`config.mk`:
```
export PLATFORM = sky130hd
export DESIGN_NAME = hazard_ctrl_flat
export DESIGN_NICKNAME = d
export VERILOG_FILES = /design/src/rtl/hazard_ctrl_pkg.sv /design/src/rtl/hazard_ctrl_if.sv /design/src/rtl/hazard_ctrl_perf_counter.sv /design/src/rtl/hazard_ctrl.sv /design/src/flat_wrapper.sv
export SDC_FILE = /design/constraint.sdc
export NUM_CORES = 1
export LEC_CHECK = 0
export CAP_MARGIN = 20
export CORE_MARGIN = 3
export CORE_UTILIZATION = 24
export DETAILED_ROUTE_END_ITERATION = 7
export MAX_ROUTING_LAYER = met4
export SETUP_SLACK_MARGIN = 0.05
export SYNTH_ARGS = -nofsm -noshare
export SYNTH_HDL_FRONTEND = slang
export SYNTH_HIERARCHICAL = 1
export SYNTH_SLANG_ARGS = --single-unit
export TNS_END_PERCENT = 1
```
`constraint.sdc`:
```
create_clock -name clk -period 3.2 [get_ports clk]
set_clock_uncertainty 0.15 [all_clocks]
set_input_delay 0.48 -clock clk [delete_from_list [all_inputs] [get_ports clk]]
set_output_delay 0.48 -clock clk [all_outputs]
set_load 0.01 [all_outputs]
```
`src/rtl/hazard_ctrl_pkg.sv`:
```
// Shared types and constants for the pipeline hazard controller.
package hazard_ctrl_pkg;

  typedef enum logic [0:0] {
    RUN      = 1'b0,
    MEM_WAIT = 1'b1
  } state_e;

  localparam logic [1:0] FWD_RF  = 2'b00;
  localparam logic [1:0] FWD_WB  = 2'b01;
  localparam logic [1:0] FWD_MEM = 2'b10;

  localparam logic [7:0] TIMEOUT_LIMIT = 8'd255;

  // MEM result is younger than WB, so it wins when both match.
  function automatic logic [1:0] fwd_sel(input logic [4:0] rs, input logic rs_used,
                                         input logic [4:0] rd_m, input logic [2:0] wr_m,
                                         input logic [4:0] rd_w, input logic [2:0] wr_w);
    if (rs_used && (wr_m != 3'd0) && (rd_m != 5'd0) && (rd_m == rs)) return FWD_MEM;
    if (rs_used && (wr_w != 3'd0) && (rd_w != 5'd0) && (rd_w == rs)) return FWD_WB;
    return FWD_RF;
  endfunction

endpackage

```
`src/rtl/hazard_ctrl_if.sv`:
```
// Pipeline-side view of the hazard controller: stage operand info in, segment controls out.
interface hazard_ctrl_if;
  logic [4:0]  Rs1D, Rs2D, Rs1E, Rs2E, RdE, RdM, RdW;
  logic [1:0]  RegReadD, RegReadE;
  logic [2:0]  RegWriteM, RegWriteW;
  logic        MemToRegE, BranchE, JalrE, JalD, MissM, MemReadyM;
  logic        StallF, FlushF, StallD, FlushD, StallE, FlushE;
  logic        StallM, FlushM, StallW, FlushW;
  logic [1:0]  Forward1E, Forward2E;
  logic [31:0] StallCycles, FlushCount;
  logic        MemTimeout;

  modport master (
    output Rs1D, Rs2D, Rs1E, Rs2E, RdE, RdM, RdW, RegReadD, RegReadE, RegWriteM, RegWriteW,
           MemToRegE, BranchE, JalrE, JalD, MissM, MemReadyM,
    input  StallF, FlushF, StallD, FlushD, StallE, FlushE, StallM, FlushM, StallW, FlushW,
           Forward1E, Forward2E, StallCycles, FlushCount, MemTimeout
  );

  modport slave (
    input  Rs1D, Rs2D, Rs1E, Rs2E, RdE, RdM, RdW, RegReadD, RegReadE, RegWriteM, RegWriteW,
           MemToRegE, BranchE, JalrE, JalD, MissM, MemReadyM,
    output StallF, FlushF, StallD, FlushD, StallE, FlushE, StallM, FlushM, StallW, FlushW,
           Forward1E, Forward2E, StallCycles, FlushCount, MemTimeout
  );
endinterface

```
`src/rtl/hazard_ctrl_perf_counter.sv`:
```
// Saturating event counter with synchronous clear.
module hazard_ctrl_perf_counter #(
  parameter int unsigned Width = 32
) (
  input  logic             clk,
  input  logic             rst,
  input  logic             i_inc,
  input  logic             i_clear,
  output logic [Width-1:0] o_count
);

  logic [Width-1:0] r_count;

  always_ff @(posedge clk or posedge rst) begin
    if (rst) begin
      r_count <= '0;
    end else if (i_clear) begin
      r_count <= '0;
    end else if (i_inc && (r_count != '1)) begin
      r_count <= r_count + 1'b1;
    end
  end

  assign o_count = r_count;

endmodule

```
`src/rtl/hazard_ctrl.sv`:
```
// Pipeline hazard controller: cache-miss wait FSM, load-use/branch stalls and flushes, forwarding.
module hazard_ctrl
  import hazard_ctrl_pkg::*;
(
  input logic         clk,
  input logic         rst,
  hazard_ctrl_if.slave hz
);

  state_e     r_state, w_state_d;
  logic [7:0] r_wait, w_wait_d;
  logic       r_timeout, w_timeout_d;
  logic       w_mem_stall, w_load_use, w_redirect, w_any_stall, w_flush_evt;

  always_ff @(posedge clk or posedge rst) begin
    if (rst) begin
      r_state   <= RUN;
      r_wait    <= 8'd0;
      r_timeout <= 1'b0;
    end else begin
      r_state   <= w_state_d;
      r_wait    <= w_wait_d;
      r_timeout <= w_timeout_d;
    end
  end

  // Timeout only raises a flag; the FSM keeps waiting for the refill.
  always_comb begin
    w_state_d   = r_state;
    w_wait_d    = r_wait;
    w_timeout_d = r_timeout;
    case (r_state)
      RUN: begin
        if (hz.MissM && !hz.MemReadyM) begin
          w_state_d = MEM_WAIT;
          w_wait_d  = 8'd0;
        end
      end
      MEM_WAIT: begin
        if (hz.MemReadyM) begin
          w_state_d = RUN;
        end else if (r_wait != TIMEOUT_LIMIT) begin
          w_wait_d = r_wait + 8'd1;
          if (r_wait == TIMEOUT_LIMIT - 8'd1) w_timeout_d = 1'b1;
        end
      end
      default: w_state_d = RUN;
    endcase
  end

  assign w_mem_stall = ((r_state == RUN) && hz.MissM && !hz.MemReadyM) ||
                       ((r_state == MEM_WAIT) && !hz.MemReadyM);
  assign w_load_use  = hz.MemToRegE && (hz.RdE != 5'd0) &&
                       (((hz.RdE == hz.Rs1D) && hz.RegReadD[1]) ||
                        ((hz.RdE == hz.Rs2D) && hz.RegReadD[0]));
  assign w_redirect  = hz.BranchE || hz.JalrE;

  always_comb begin
    {hz.StallF, hz.StallD, hz.StallE, hz.StallM, hz.StallW} = 5'b00000;
    {hz.FlushF, hz.FlushD, hz.FlushE, hz.FlushM, hz.FlushW} = 5'b00000;
    if (rst) begin
      {hz.FlushF, hz.FlushD, hz.FlushE, hz.FlushM, hz.FlushW} = 5'b11111;
    end else if (w_mem_stall) begin
      {hz.StallF, hz.StallD, hz.StallE, hz.StallM, hz.StallW} = 5'b11111;
    end else if (w_redirect) begin
      hz.FlushD = 1'b1;
      hz.FlushE = 1'b1;
    end else if (w_load_use) begin
      hz.StallF = 1'b1;
      hz.StallD = 1'b1;
      hz.FlushE = 1'b1;
    end else if (hz.JalD) begin
      hz.FlushD = 1'b1;
    end
  end

  always_comb begin
    hz.Forward1E = FWD_RF;
    hz.Forward2E = FWD_RF;
    if (!rst) begin
      hz.Forward1E = fwd_sel(hz.Rs1E, hz.RegReadE[1], hz.RdM, hz.RegWriteM, hz.RdW,
                             hz.RegWriteW);
      hz.Forward2E = fwd_sel(hz.Rs2E, hz.RegReadE[0], hz.RdM, hz.RegWriteM, hz.RdW,
                             hz.RegWriteW);
    end
  end

  assign w_any_stall   = hz.StallF | hz.StallD | hz.StallE | hz.StallM | hz.StallW;
  assign w_flush_evt   = !rst && !w_mem_stall && w_redirect;
  assign hz.MemTimeout = r_timeout;

  hazard_ctrl_perf_counter #(
    .Width (32)
  ) u_stall_cnt (
    .clk     (clk),
    .rst     (rst),
    .i_inc   (w_any_stall),
    .i_clear (1'b0),
    .o_count (hz.StallCycles)
  );

  hazard_ctrl_perf_counter #(
    .Width (32)
  ) u_flush_cnt (
    .clk     (clk),
    .rst     (rst),
    .i_inc   (w_flush_evt),
    .i_clear (1'b0),
    .o_count (hz.FlushCount)
  );

endmodule
```
`src/flat_wrapper.sv`:
```
// flat-port wrapper written by rule: the top's interface ports become plain ports
module hazard_ctrl_flat import hazard_ctrl_pkg::*;
  (clk, rst, hz_Rs1D, hz_Rs2D, hz_Rs1E, hz_Rs2E, hz_RdE, hz_RdM, hz_RdW, hz_RegReadD, hz_RegReadE, hz_RegWriteM, hz_RegWriteW, hz_MemToRegE, hz_BranchE, hz_JalrE, hz_JalD, hz_MissM, hz_MemReadyM, hz_StallF, hz_FlushF, hz_StallD, hz_FlushD, hz_StallE, hz_FlushE, hz_StallM, hz_FlushM, hz_StallW, hz_FlushW, hz_Forward1E, hz_Forward2E, hz_StallCycles, hz_FlushCount, hz_MemTimeout);
  hazard_ctrl_if hz_i ();
  input logic clk;
  input logic rst;
  input wire logic [$bits(hz_i.Rs1D)-1:0] hz_Rs1D;
  input wire logic [$bits(hz_i.Rs2D)-1:0] hz_Rs2D;
  input wire logic [$bits(hz_i.Rs1E)-1:0] hz_Rs1E;
  input wire logic [$bits(hz_i.Rs2E)-1:0] hz_Rs2E;
  input wire logic [$bits(hz_i.RdE)-1:0] hz_RdE;
  input wire logic [$bits(hz_i.RdM)-1:0] hz_RdM;
  input wire logic [$bits(hz_i.RdW)-1:0] hz_RdW;
  input wire logic [$bits(hz_i.RegReadD)-1:0] hz_RegReadD;
  input wire logic [$bits(hz_i.RegReadE)-1:0] hz_RegReadE;
  input wire logic [$bits(hz_i.RegWriteM)-1:0] hz_RegWriteM;
  input wire logic [$bits(hz_i.RegWriteW)-1:0] hz_RegWriteW;
  input wire logic [$bits(hz_i.MemToRegE)-1:0] hz_MemToRegE;
  input wire logic [$bits(hz_i.BranchE)-1:0] hz_BranchE;
  input wire logic [$bits(hz_i.JalrE)-1:0] hz_JalrE;
  input wire logic [$bits(hz_i.JalD)-1:0] hz_JalD;
  input wire logic [$bits(hz_i.MissM)-1:0] hz_MissM;
  input wire logic [$bits(hz_i.MemReadyM)-1:0] hz_MemReadyM;
  output wire logic [$bits(hz_i.StallF)-1:0] hz_StallF;
  output wire logic [$bits(hz_i.FlushF)-1:0] hz_FlushF;
  output wire logic [$bits(hz_i.StallD)-1:0] hz_StallD;
  output wire logic [$bits(hz_i.FlushD)-1:0] hz_FlushD;
  output wire logic [$bits(hz_i.StallE)-1:0] hz_StallE;
  output wire logic [$bits(hz_i.FlushE)-1:0] hz_FlushE;
  output wire logic [$bits(hz_i.StallM)-1:0] hz_StallM;
  output wire logic [$bits(hz_i.FlushM)-1:0] hz_FlushM;
  output wire logic [$bits(hz_i.StallW)-1:0] hz_StallW;
  output wire logic [$bits(hz_i.FlushW)-1:0] hz_FlushW;
  output wire logic [$bits(hz_i.Forward1E)-1:0] hz_Forward1E;
  output wire logic [$bits(hz_i.Forward2E)-1:0] hz_Forward2E;
  output wire logic [$bits(hz_i.StallCycles)-1:0] hz_StallCycles;
  output wire logic [$bits(hz_i.FlushCount)-1:0] hz_FlushCount;
  output wire logic [$bits(hz_i.MemTimeout)-1:0] hz_MemTimeout;
  assign hz_i.Rs1D = hz_Rs1D;
  assign hz_i.Rs2D = hz_Rs2D;
  assign hz_i.Rs1E = hz_Rs1E;
  assign hz_i.Rs2E = hz_Rs2E;
  assign hz_i.RdE = hz_RdE;
  assign hz_i.RdM = hz_RdM;
  assign hz_i.RdW = hz_RdW;
  assign hz_i.RegReadD = hz_RegReadD;
  assign hz_i.RegReadE = hz_RegReadE;
  assign hz_i.RegWriteM = hz_RegWriteM;
  assign hz_i.RegWriteW = hz_RegWriteW;
  assign hz_i.MemToRegE = hz_MemToRegE;
  assign hz_i.BranchE = hz_BranchE;
  assign hz_i.JalrE = hz_JalrE;
  assign hz_i.JalD = hz_JalD;
  assign hz_i.MissM = hz_MissM;
  assign hz_i.MemReadyM = hz_MemReadyM;
  assign hz_StallF = hz_i.StallF;
  assign hz_FlushF = hz_i.FlushF;
  assign hz_StallD = hz_i.StallD;
  assign hz_FlushD = hz_i.FlushD;
  assign hz_StallE = hz_i.StallE;
  assign hz_FlushE = hz_i.FlushE;
  assign hz_StallM = hz_i.StallM;
  assign hz_FlushM = hz_i.FlushM;
  assign hz_StallW = hz_i.StallW;
  assign hz_FlushW = hz_i.FlushW;
  assign hz_Forward1E = hz_i.Forward1E;
  assign hz_Forward2E = hz_i.Forward2E;
  assign hz_StallCycles = hz_i.StallCycles;
  assign hz_FlushCount = hz_i.FlushCount;
  assign hz_MemTimeout = hz_i.MemTimeout;
  hazard_ctrl u_core (.clk(clk), .rst(rst), .hz(hz_i));
endmodule
```
* Word level (Yosys, flattened, before mapping)
Index checks and enable logic that the tools add are counted.
Word-level totals: register bits 74, output and inout bits 79
Operators by class: $add $sub $neg 3, eq/ne operators 13, multiplexer cells 42, bitwise gates (word level) 5, reduce and logical (&&, ||, !) cells 37
Operators with widths (count):
- $add 32x1->32 const B | 2
- $ne 32x32->1 const B | 2
- $eq 5x5->1 | 6
- $mux 1 | 27
- $logic_and 1x1->1 | 24
- $mux 8 | 3
- $mux 2 | 10
- $pmux 8 s2 | 1
- $reduce_bool 5->1 | 3
- $add 8x1->8 const B | 1
- $eq 8x8->1 const B | 1
- $ne 8x8->1 const B | 1
- $reduce_bool 3->1 | 2
- $ne 2x2->1 const B | 2
- $reduce_and 4->1 | 1
- $logic_not 1->1 | 3
- $logic_or 1x1->1 | 3
- $or 1x1->1 | 3
- $reduce_and 3->1 | 1
- $ne 2x1->1 const B | 1
- $not 1->1 | 2
- $pmux 1 s2 | 1

* Longest topological paths before layout
Gate-level depths: netlist of run 1.
depth after elaboration 12, mapped depth 11, mapped depth without buffers 10

* Modules after synthesis
Netlist of run 1, hierarchy kept.
By module, submodules not included:
- hazard_ctrl_perf_counter | times used 2, cells each 186, area each 1740.4 µm², sequential area each 800.8 µm²
- hazard_ctrl | times used 1, cells each 132, area each 1076.0 µm², sequential area each 250.2 µm²

* Least setup slack after synthesis of run 1
Ideal clock, no wire load.
path type input to register, from input hz_RdE[2], to register u_core.u_stall_cnt.r_count[19], in the netlist u_core/u_stall_cnt/o_count[19], setup time 77 ps, data arrival time 2654 ps, required time 2973 ps, path slack 319 ps, cell stages on the path 11, cell sequence xnor2_1 -> nand4_1 -> o22ai_1 -> nor3b_1 -> or2_2 -> nand4_1 -> nor3_1 -> o311ai_1 -> buf_2 -> or4_1 -> a21oi_1
On the way: word-level cells in the longest chain between the ends 12, elaborated cells between the ends (all ways) 16
Ends and longest elaborated chain:
- start, declared | line flat_wrapper.sv:11 | input wire logic [$bits(hz_i.RdE)-1:0] hz_RdE;
- $eq 5x5->1 (on tied branches) | line hazard_ctrl.sv:54, hazard_ctrl.sv:55
- $logic_and 1x1->1 (on tied branches) | line hazard_ctrl.sv:54, hazard_ctrl.sv:55
- $logic_or 1x1->1 | line hazard_ctrl.sv:54 | (((hz.RdE == hz.Rs1D) && hz.RegReadD[1]) ||
- $logic_and 1x1->1 (*) | line hazard_ctrl.sv:53 | assign w_load_use = hz.MemToRegE && (hz.RdE != 5'd0) &&
- $mux 1 (*) | line hazard_ctrl.sv:68 | end else if (w_load_use) begin
- $mux 1 (*) | line hazard_ctrl.sv:65 | end else if (w_redirect) begin
- $mux 1 (*) | line hazard_ctrl.sv:63 | end else if (w_mem_stall) begin
- $mux 1 (*) | line hazard_ctrl.sv:61 | if (rst) begin
- $or 1x1->1 (*) (3 in a row) | line hazard_ctrl.sv:88 | assign w_any_stall = hz.StallF | hz.StallD | hz.StallE | hz.StallM | hz.StallW;
- net u_core.w_any_stall | line hazard_ctrl.sv:13 | logic w_mem_stall, w_load_use, w_redirect, w_any_stall, w_flush_evt;
- $logic_and 1x1->1 (*) | line hazard_ctrl_perf_counter.sv:19 | end else if (i_inc && (r_count != '1)) begin
- end signal, assigned | line hazard_ctrl_perf_counter.sv:20 | r_count <= r_count + 1'b1;
- end, declared | line hazard_ctrl_perf_counter.sv:12 | logic [Width-1:0] r_count;
Mark *: on every way through the listed nets, which the timed path passes. The rest lies on a longest branch. A chain may end at the register's enable or synchronous reset.

* Worst setup path in the final report of run 1
from input hz_RdM[2], to output hz_Forward1E[1]
On the way: word-level cells in the longest chain between the ends 7, elaborated cells between the ends (all ways) 8
Ends and longest elaborated chain:
- start, declared | line flat_wrapper.sv:12 | input wire logic [$bits(hz_i.RdM)-1:0] hz_RdM;
- $reduce_bool 5->1 | line hazard_ctrl_pkg.sv:19 | if (rs_used && (wr_m != 3'd0) && (rd_m != 5'd0) && (rd_m == rs)) return FWD_MEM;
- $logic_and 1x1->1 | line hazard_ctrl_pkg.sv:19
- $logic_and 1x1->1 (*) | line hazard_ctrl_pkg.sv:19
- $mux 1 (*) | line hazard_ctrl_pkg.sv:19
- $mux 1 (*) | line hazard_ctrl.sv:80 | if (!rst) begin
- $mux 2 (*) | line hazard_ctrl_pkg.sv:20 | if (rs_used && (wr_w != 3'd0) && (rd_w != 5'd0) && (rd_w == rs)) return FWD_WB;
- $mux 2 (*) | line hazard_ctrl.sv:80
- end, declared | line flat_wrapper.sv:34 | output wire logic [$bits(hz_i.Forward1E)-1:0] hz_Forward1E;
Mark *: on every way between the ends. The rest lies on a longest branch, timed or not. The select of a mux whose other input is x is not followed.

==> results of run 1 <==
==> layout by cell type (no fill, tap or decap), drive strengths merged, types with 20 or more instances in the layout <==
master and instances:
or4 33, a21oi 56, dfrtp 74, inv 20, nand2 33, nand3 24
nor2 24, nand4 20, o21ai 27, buf 41, o31ai 30, or3 26
xnor2 31, clkdlybuf4s50 121
==> cells in the mapped netlist (all sizes together), types with 4 or more instances <==
library cell / instances / area share [%]
nor4: 11 / 1.5
o311ai: 4 / 0.77
or3: 26 / 3.8
and3: 6 / 0.82
a21oi: 56 / 6.2
dfrtp: 74 / 41
nor2: 24 / 2.0
buf: 10 / 1.7
nand4: 20 / 3.0
ha: 4 / 1.1
and4: 8 / 1.5
inv: 20 / 1.6
o41ai: 4 / 1.1
nand3: 24 / 2.9
clkbuf: 8 / 0.66
nand2: 33 / 2.7
o21ai: 27 / 3.0
or4: 33 / 5.6
xnor2: 31 / 6.0
xor2: 10 / 1.9
nor3: 14 / 1.6
o31ai: 30 / 4.9
==> how the worst max path moves through the flow <==
stage	end	slack, ns	from
global route	u_core/u_stall_cnt/o_count[28]	0.07	hz_Rs2D[3]
CTS	u_core/u_stall_cnt/o_count[27]	0.06	hz_RdE[3]
detailed placement	u_core/u_stall_cnt/o_count[27]	-0.44	hz_RdE[3]
floorplan	u_core/u_stall_cnt/o_count[19]	0.32	hz_RdE[2]
global placement	u_core/u_stall_cnt/o_count[27]	-0.39	hz_RdE[1]
finish	hz_Forward1E[1]	0.12	hz_RdM[2]
==> cells by family after synthesis <==
| kind of cell | Yosys count | share of synthesized area [%] |
|---|---|---|
| other cells | 1 | 0.0823 |
| xor+xnor | 41 | 7.88 |
| simple gates | 206 | 26.6 |
| flops | 74 | 40.6 |
| fa+ha+maj | 4 | 1.10 |
| buf+inv | 39 | 4.20 |
| mux | 3 | 0.659 |
| compound gates | 136 | 18.9 |
==> per-stage QoR <==
step | hold WS (ns) | instance area (um2) | util, % | setup TNS, ns
after floorplan | 0.186 | 4590 | - | 0
after global placement | 0.312 | 6370 | 34.8 | -7.24
after detailed placement | 0.311 | 6380 | 34.8 | -8.28
after CTS | 0.324 | 6700 | 36.5 | 0
after global routing | 0.344 | 6730 | 36.7 | 0
final | 0.318 | 6730 | 36.7 | 0
==> metal layers <==
layer | track usage, % | wire [um] | vias up | share of wire (%)
met1 | 17.1 | 6290 | 2239 | 47
met5 | - | 0 | - | 0
li1 | - | - | 2259 | -
met3 | 3.33 | 639 | 15 | 4.8
met4 | 3.72 | 189 | 0 | 1.4
met2 | 21.7 | 6270 | 136 | 47
==> flip-flops by register name, summed over array words and instances (netlist names) <==
register / flops
u_core/u_stall_cnt/o_count: 32
u_core/r_wait: 8
u_core/u_flush_cnt/o_count: 32
u_core/hz.MemTimeout: 1
u_core/r_state: 1
==> final cells by class <==
class	instances	area, um2
fillers	1863	11600
clock inverters	5	55.1
repair buffers	173	1620
clock buffers	10	239
well taps	229	287
flip-flops and latches	74	1850
multi-input cells	400	2600
inverters	21	83.8
==> repair_timing <==
item,4_1_cts,5_1_grt
endpoints found under the hold margin,0,0
pin swaps,0,3
setup endpoints to repair,21,24
buffers inserted,0,1
hold buffers,0,0
resized for setup,14,6
==> critical path: cells and delay by family <==
family / cells / cell delay, ns
buf+inv: 3 / 1.15
compound gates: 1 / 0.19
simple gates: 2 / 0.63
==> power groups by stage <==
stage	Combinational [mW]	Sequential [mW]	Clock (mW)
finish	0.255	0.963	1.03
global placement	0.251	0.980	0
global route	0.280	0.965	1.10
CTS	0.254	0.963	1.06
detailed placement	0.253	0.980	0
floorplan	0.113	0.977	0
==> impl_metrics.toml, run 1 <==
[min_path]
holdPathEnd = "u_core/hz.MemTimeout"
min_from = "u_core/hz.MemTimeout"
min_path_type = "reg -> reg"
hold_path_depth = 1

[placement]
place_inst = 895
gp_congestion = 0.806
io_buffers = 131
pre_cts_slack_ns = -0.442
dp_hpwl_mm = 10.1

[setup_path]
cp_cell_sequence = "clkdlybuf4s50_1 > or4_1 > o32ai_2 > buf_4 > nor4_1 > clkdlybuf4s50_1"
reg2reg_depth = 10
reg2reg_to = "u_core/u_flush_cnt/o_count[27]"
worst_ep_arrival_time_ns = 2.45
path_class = "in -> out"
reg2reg_setup_slack_ns = 0.40
crit_slowest_cell = "or4_1"
cp_max_fo = 3
critPathRequiredTime_ns = 2.57
endpoint_kind = "output port"
cp-start-kind = "primary input"
rr_startpoint = "u_core/r_state"
cpMostUsedCell = "clkdlybuf4s50_1"
critPathMaxStageDelay_ns = 0.58

[sta]
grt_setup_unrepaired = "false"
drv_slew = 0
worst_slew_pin_slew_ns = 0.826
setup_viol = 0
fmax_mhz = 325
fin_ws_ns = 0.122
fin_crit_ns = 3.08
post-route-period-util_pct = 96.2
relSlewSlack_pct = 44.8
hold_viol = 0

[clock_tree]
insertion_delay_ns = 0.34
cts_buffer_depth = 2
cts_tree = "yes"
clock_sinks = 74
cts_root_buf = "clkbuf_16"
numCtsBuffers = 9
cts.htree.levels = 3
clk_pin_slew_worst_paths_ns = 0.06

[floorplan]
die-area_um2 = 20700
coreArea_um2 = 18300
rows = 49
die_w_um = 144
io_pins = 132
initial_core_util_pct = 24.9
die_h_um = 144

[power]
switching_share_pct = 24.4
net-switching-power_mw = 0.547
combPwrFrac_pct = 11.3
sequentialPowerShare_pct = 42.9
p_leak_nw = 2.52
power_mw = 2.25
p_clk_share_pct = 45.8
powerDensity_nw_per_um2 = 333
peakVddDrop_uv = 243
internal_power_mw = 1.70

[drt]
routed_wl_mm = 13.4
drc_errors = 0
ant_nets = 0
detail_route.wl_per_cell_um = 14.7
drtIter0Drc = 275
dr.pass1.iters = 6
via_count = 4649
avgViaCountPerCell = 5.10

[yosys]
syn_area_per_cell_um2 = 9.04
synth_cell_types = 48
synthesis.instances = 504
yosys_warnings = 6
post_synth_instance_area_um2 = 4560
synth_edf_count = 0
synth_seq_area_share_pct = 40.6
synthFlopType = "dfrtp_1"
ys_ff_latch = 74
ys_async_sr_fraction_pct = 100

[cells_and_area]
drive_above_1_share_pct = 12.2
finalNetCount = 736
syn_to_final_growth_pct = 47.8
antenna_cells = 0
fin_cells = 912

[global_routing]
grt_max_degree = 33
grt_pass1_vias = 4563
grtUsageTotal_pct = 13.5
grt.overflow.total = 0
antenna_found_initial = 0
grt_pass1_wl_mm = 22.1

[outcome]
status = "completed"

[job]
cap_viol_max_count = 0
Power figures use the tool's default switching activity.
==> inputs of run 2 (changes only) <==
--- a/config.mk
+++ b/config.mk
@@ -8,9 +8,12 @@
 export CAP_MARGIN = 20
 export CORE_MARGIN = 3
 export CORE_UTILIZATION = 24
+export CTS_BUF_LIST = sky130_fd_sc_hd__clkbuf_8
 export DETAILED_ROUTE_END_ITERATION = 7
 export MAX_ROUTING_LAYER = met4
+export PLACE_DENSITY = 0.49
 export SETUP_SLACK_MARGIN = 0.05
+export SKIP_CTS_REPAIR_TIMING = 1
 export SYNTH_ARGS = -nofsm -noshare
 export SYNTH_HDL_FRONTEND = slang
 export SYNTH_HIERARCHICAL = 1
==> run 2 against run 1 <==
Effect of this change:
- the flow now finishes with violations (setup timing)
- worst hold slack worse by 0.0098 ns
- combinational power about the same
- cell count down 0.55%
- maximum frequency down 3.9%
- largest cell class unchanged
==> impl_metrics.toml, run 2 (synthesis results as in run 1) <==
[clock_tree]
clk_pin_slew_worst_paths_ns = 0.08
insertion_delay_ns = 0.36
cts_root_buf = "clkbuf_8"
clock_sinks = 74
numCtsBuffers = 9
cts_tree = "yes"
cts.htree.levels = 3
cts_buffer_depth = 2

[power]
p_leak_nw = 2.47
peakVddDrop_uv = 135
powerDensity_nw_per_um2 = 286
power_mw = 1.88

[floorplan]
die-area_um2 = 20700
coreArea_um2 = 18300
initial_core_util_pct = 24.9
die_h_um = 144
rows = 49
die_w_um = 144
io_pins = 132

[global_routing]
grt.overflow.total = 0
antenna_found_initial = 0
grtUsageTotal_pct = 14.0
grt_pass1_vias = 4647
grt_pass1_wl_mm = 22.8
grt_max_degree = 33

[sta]
drv_slew = 0
grt_setup_unrepaired = "true"
post-route-period-util_pct = 100
fin_ws_ns = -0.00206
setup_viol = 1
worst_slew_pin_slew_ns = 0.837
relSlewSlack_pct = 43.5
fmax_mhz = 312
fin_crit_ns = 3.20
hold_viol = 0

[drt]
dr.pass1.iters = 4
avgViaCountPerCell = 5.16
drc_errors = 0
drtIter0Drc = 238
ant_nets = 0
detail_route.wl_per_cell_um = 15.4
via_count = 4679
routed_wl_mm = 13.9

[setup_path]
reg2reg_setup_slack_ns = 0.35
critPathRequiredTime_ns = 2.57
endpoint_kind = "output port"
rr_startpoint = "u_core/r_state"
cp_max_fo = 4
critPathMaxStageDelay_ns = 0.58
cp_cell_sequence = "clkdlybuf4s50_1 > or4_1 > o32ai_1 > buf_4 > nor3_1 > nor3_1 > clkdlybuf4s50_1"
crit_slowest_cell = "clkdlybuf4s50_1"
reg2reg_to = "u_core/u_flush_cnt/o_count[27]"
path_class = "in -> out"
cp-start-kind = "primary input"
reg2reg_depth = 10
worst_ep_arrival_time_ns = 2.57

[cells_and_area]
layout_common_cells = "clkdlybuf4s50_1 (124), dfrtp_1 (74), a21oi_1 (55), buf_4 (36), nand2_1 (33)"
stdcell_area_um2 = 6570
finalNetCount = 731
syn_to_final_growth_pct = 44.2
mostFrequentLayoutCell = "clkdlybuf4s50_1"
drive_above_1_share_pct = 11.1
fillCellCount = 1799
antenna_cells = 0

[min_path]
min_path_type = "in -> async"

[outcome]
status = "complete, but fails checks"
violations = "setup timing"

[placement]
dp_hpwl_mm = 10.6
gp_congestion = 0.854
io_buffers = 131
dpl_cell_area_um2 = 6350

[job]
cap_viol_max_count = 0
-- run 2: final cells by class --
type / count / area, um2 / share of cell area, %
inverter: 21 / 83.8 / 1.28
clock buffer: 10 / 138 / 2.09
sequential: 74 / 1850 / 28.2
timing repair buffer: 168 / 1600 / 24.4
tap: 229 / 287 / 4.36
multi-input combinational: 400 / 2580 / 39.2
clock inverter: 5 / 31.3 / 0.476
-- run 2: worst max-delay path, delay by kind of cell --
kind	cells	cell delay [ns]
buffers and inverters	3	1.20
and+or+nand+nor	3	0.76
AOI/OAI and AO/OA	1	0.14
-- run 2: where the power goes --
part / internal [mW] / total, mW / switching (mW)
logic: 0.134 / 0.256 / 0.122
registers: 0.945 / 0.961 / 0.0166
clock network: 0.296 / 0.660 / 0.364
-- run 2: worst max-delay path by stage --
stage                         start                              to  slack (ns)  depth (start not counted)
after detailed placement  hz_RdE[1]  u_core/u_stall_cnt/o_count[29]       -0.42                         13
final                     hz_RdM[1]                 hz_Forward2E[0]      -0.002                          7
after global placement    hz_RdE[2]  u_core/u_stall_cnt/o_count[25]       -0.31                         13
after floorplan           hz_RdE[2]  u_core/u_stall_cnt/o_count[19]        0.32                         11
after CTS                 hz_RdE[1]                       hz_StallD       -0.18                          7
after global routing      hz_RdM[1]                 hz_Forward2E[0]       -0.11                          7
-- run 2: through the flow --
step	utilization, %	instances	hold slack, ns	worst slack (ns)	TNS [ns]
after floorplan	-	513	0.186	0.319	0
after global routing	35.9	907	0.337	-0.108	-0.108
after CTS	35.6	907	0.292	-0.184	-0.562
after detailed placement	34.7	892	0.321	-0.419	-7.95
after global placement	34.6	891	0.316	-0.307	-5.45
final	35.9	907	0.308	-0.00206	-0.00206
-- run 2: per-layer routing --
layer	GRT usage [%]	part of all wire [%]	up-vias
met5	-	0	-
met4	4.36	0.77	0
met3	3.43	5.3	6
met2	22.8	49	132
met1	17.3	45	2284
li1	-	-	2257
==> inputs of run 3 (changes only) <==
--- a/config.mk
+++ b/config.mk
@@ -6,12 +6,14 @@
 export NUM_CORES = 1
 export LEC_CHECK = 0
 export CAP_MARGIN = 20
+export CELL_PAD_IN_SITES_DETAIL_PLACEMENT = 1
+export CELL_PAD_IN_SITES_GLOBAL_PLACEMENT = 2
 export CORE_MARGIN = 3
 export CORE_UTILIZATION = 24
 export CTS_BUF_LIST = sky130_fd_sc_hd__clkbuf_8
 export DETAILED_ROUTE_END_ITERATION = 7
 export MAX_ROUTING_LAYER = met4
-export PLACE_DENSITY = 0.49
+export PLACE_DENSITY = 0.73
 export SETUP_SLACK_MARGIN = 0.05
 export SKIP_CTS_REPAIR_TIMING = 1
 export SYNTH_ARGS = -nofsm -noshare
==> run 3 against run 2 <==
Effect of this change:
- the run now ends clean
- cell area grew 3.1%
- combinational power grew 4%
- sequential share of layout area shrank 0.86 points
- first-iteration DRC count shrank 6.3%
- global-route usage grew 1.7 points
- wire length grew 14%
- cell count grew 0.66%
- utilization grew 1.1 points
- worst hold slack gained 0.031 ns
==> impl_metrics.toml, run 3 (synthesis results as in run 1) <==
[setup_path]
reg2reg_setup_slack_ns = 0.34
critPathRequiredTime_ns = 3.35
reg2reg_depth = 10
path_class = "in -> reg"
worst_ep_arrival_time_ns = 3.29
cp_max_fo = 7
endpoint_kind = "register"
critical_path.startpoint = "hz_Rs2D[1]"
rr_startpoint = "u_core/r_state"
cp-start-kind = "primary input"
reg2reg_to = "u_core/u_flush_cnt/o_count[27]"

[global_routing]
grt_pass1_wl_mm = 25.5
grt_pass1_vias = 5152
grtUsageTotal_pct = 15.7
antenna_found_initial = 0
grt_max_degree = 33
grt.overflow.total = 0

[drt]
via_count = 4740
avgViaCountPerCell = 5.19
drc_errors = 0
ant_nets = 0
dr.pass1.iters = 4
drtIter0Drc = 223
routed_wl_mm = 15.8
detail_route.wl_per_cell_um = 17.4

[sta]
fin_crit_ns = 3.14
fmax_mhz = 319
setup_viol = 0
drv_slew = 0
grt_setup_unrepaired = "true"
post-route-period-util_pct = 98.0
hold_viol = 0
fin_ws_ns = 0.0624
relSlewSlack_pct = 45.4
worst_slew_pin_slew_ns = 0.810

[placement]
dp_hpwl_mm = 12.0
io_buffers = 131
pre_cts_slack_ns = -0.729
place_inst = 891
gp_congestion = 0.831

[floorplan]
die_w_um = 144
die_h_um = 144
initial_core_util_pct = 24.9
coreArea_um2 = 18300
io_pins = 132
rows = 49
die-area_um2 = 20700

[cells_and_area]
antenna_cells = 0
fin_cells = 913
drive_above_1_share_pct = 14.0
finalNetCount = 736
layout_common_cells = "clkdlybuf4s50_1 (120), dfrtp_1 (74), a21oi_1 (49), buf_4 (40), nand2_1 (33)"
mostFrequentLayoutCell = "clkdlybuf4s50_1"
syn_to_final_growth_pct = 48.8

[min_path]
min_path_type = "reg -> reg"
holdPathEnd = "u_core/hz.MemTimeout"
hold_path_depth = 1
min_from = "u_core/hz.MemTimeout"

[power]
p_leak_nw = 2.59
powerDensity_nw_per_um2 = 313
peakVddDrop_uv = 173

[clock_tree]
cts.htree.levels = 3
cts_buffer_depth = 2
clock_sinks = 74
numCtsBuffers = 9
insertion_delay_ns = 0.36
cts_root_buf = "clkbuf_8"
clk_pin_slew_worst_paths_ns = 0.09
cts_tree = "yes"

[job]
cap_viol_max_count = 0

[outcome]
status = "completed"
==> run 3: worst max-delay path by stage <==
stage	end	slack (ns)
finish	u_core/u_stall_cnt/o_count[29]	0.06
floorplan	u_core/u_stall_cnt/o_count[19]	0.32
global placement	u_core/u_stall_cnt/o_count[27]	-0.53
detailed placement	u_core/u_stall_cnt/o_count[27]	-0.73
global route	u_core/u_stall_cnt/o_count[27]	-0.11
CTS	u_core/u_stall_cnt/o_count[27]	-0.34
==> run 3: power breakdown <==
part | switching [mW] | total [mW] | internal (mW)
clock | 0.390 | 0.893 | 0.503
sequential | 0.0169 | 0.961 | 0.944
combinational | 0.129 | 0.266 | 0.137
total | 0.536 | 2.12 | 1.58
==> run 3: metrics by stage <==
stage	utilization, %	hold WS (ns)	setup TNS, ns	cell area (um2)	power [mW]
after floorplan	-	0.186	0	4590	1.09
after global placement	34.6	0.322	-9.27	6340	1.23
after detailed placement	34.6	0.334	-14.03	6350	1.24
after CTS	35.9	0.353	-3.99	6590	2.14
after global routing	37.0	0.361	-0.685	6780	2.22
final	37.0	0.339	0	6780	2.12
==> run 3: layer usage <==
metal  global-route usage, %  part of all wire, %  routed length, um
met5                       -                    0                  0
met4                    4.41                  1.5                230
met3                    3.33                  4.3                681
met2                    26.7                   50               7880
met1                    19.0                   45               7060
==> run 3: worst max-delay path, cell delays in order <==
cell and delay [ns]:
clkdlybuf4s50_1 0.47, xnor2_1 0.13, nand4_1 0.15, o22ai_2 0.19, nor3b_4 0.23, or2_4 0.16, nand4_1 0.21, nor3_2 0.28
o311ai_2 0.15, buf_4 0.18, or4_1 0.51, a21oi_2 0.14
==> run 3: area by class of cell <==
type	count	area, um2
Fill cell	2100	11600
Multi-Input combinational cell	400	2670
Sequential cell	74	1850
Timing Repair Buffer	173	1650
Tap cell	229	287
Clock buffer	12	165
Inverter	21	83.8
Clock inverter	4	72.6
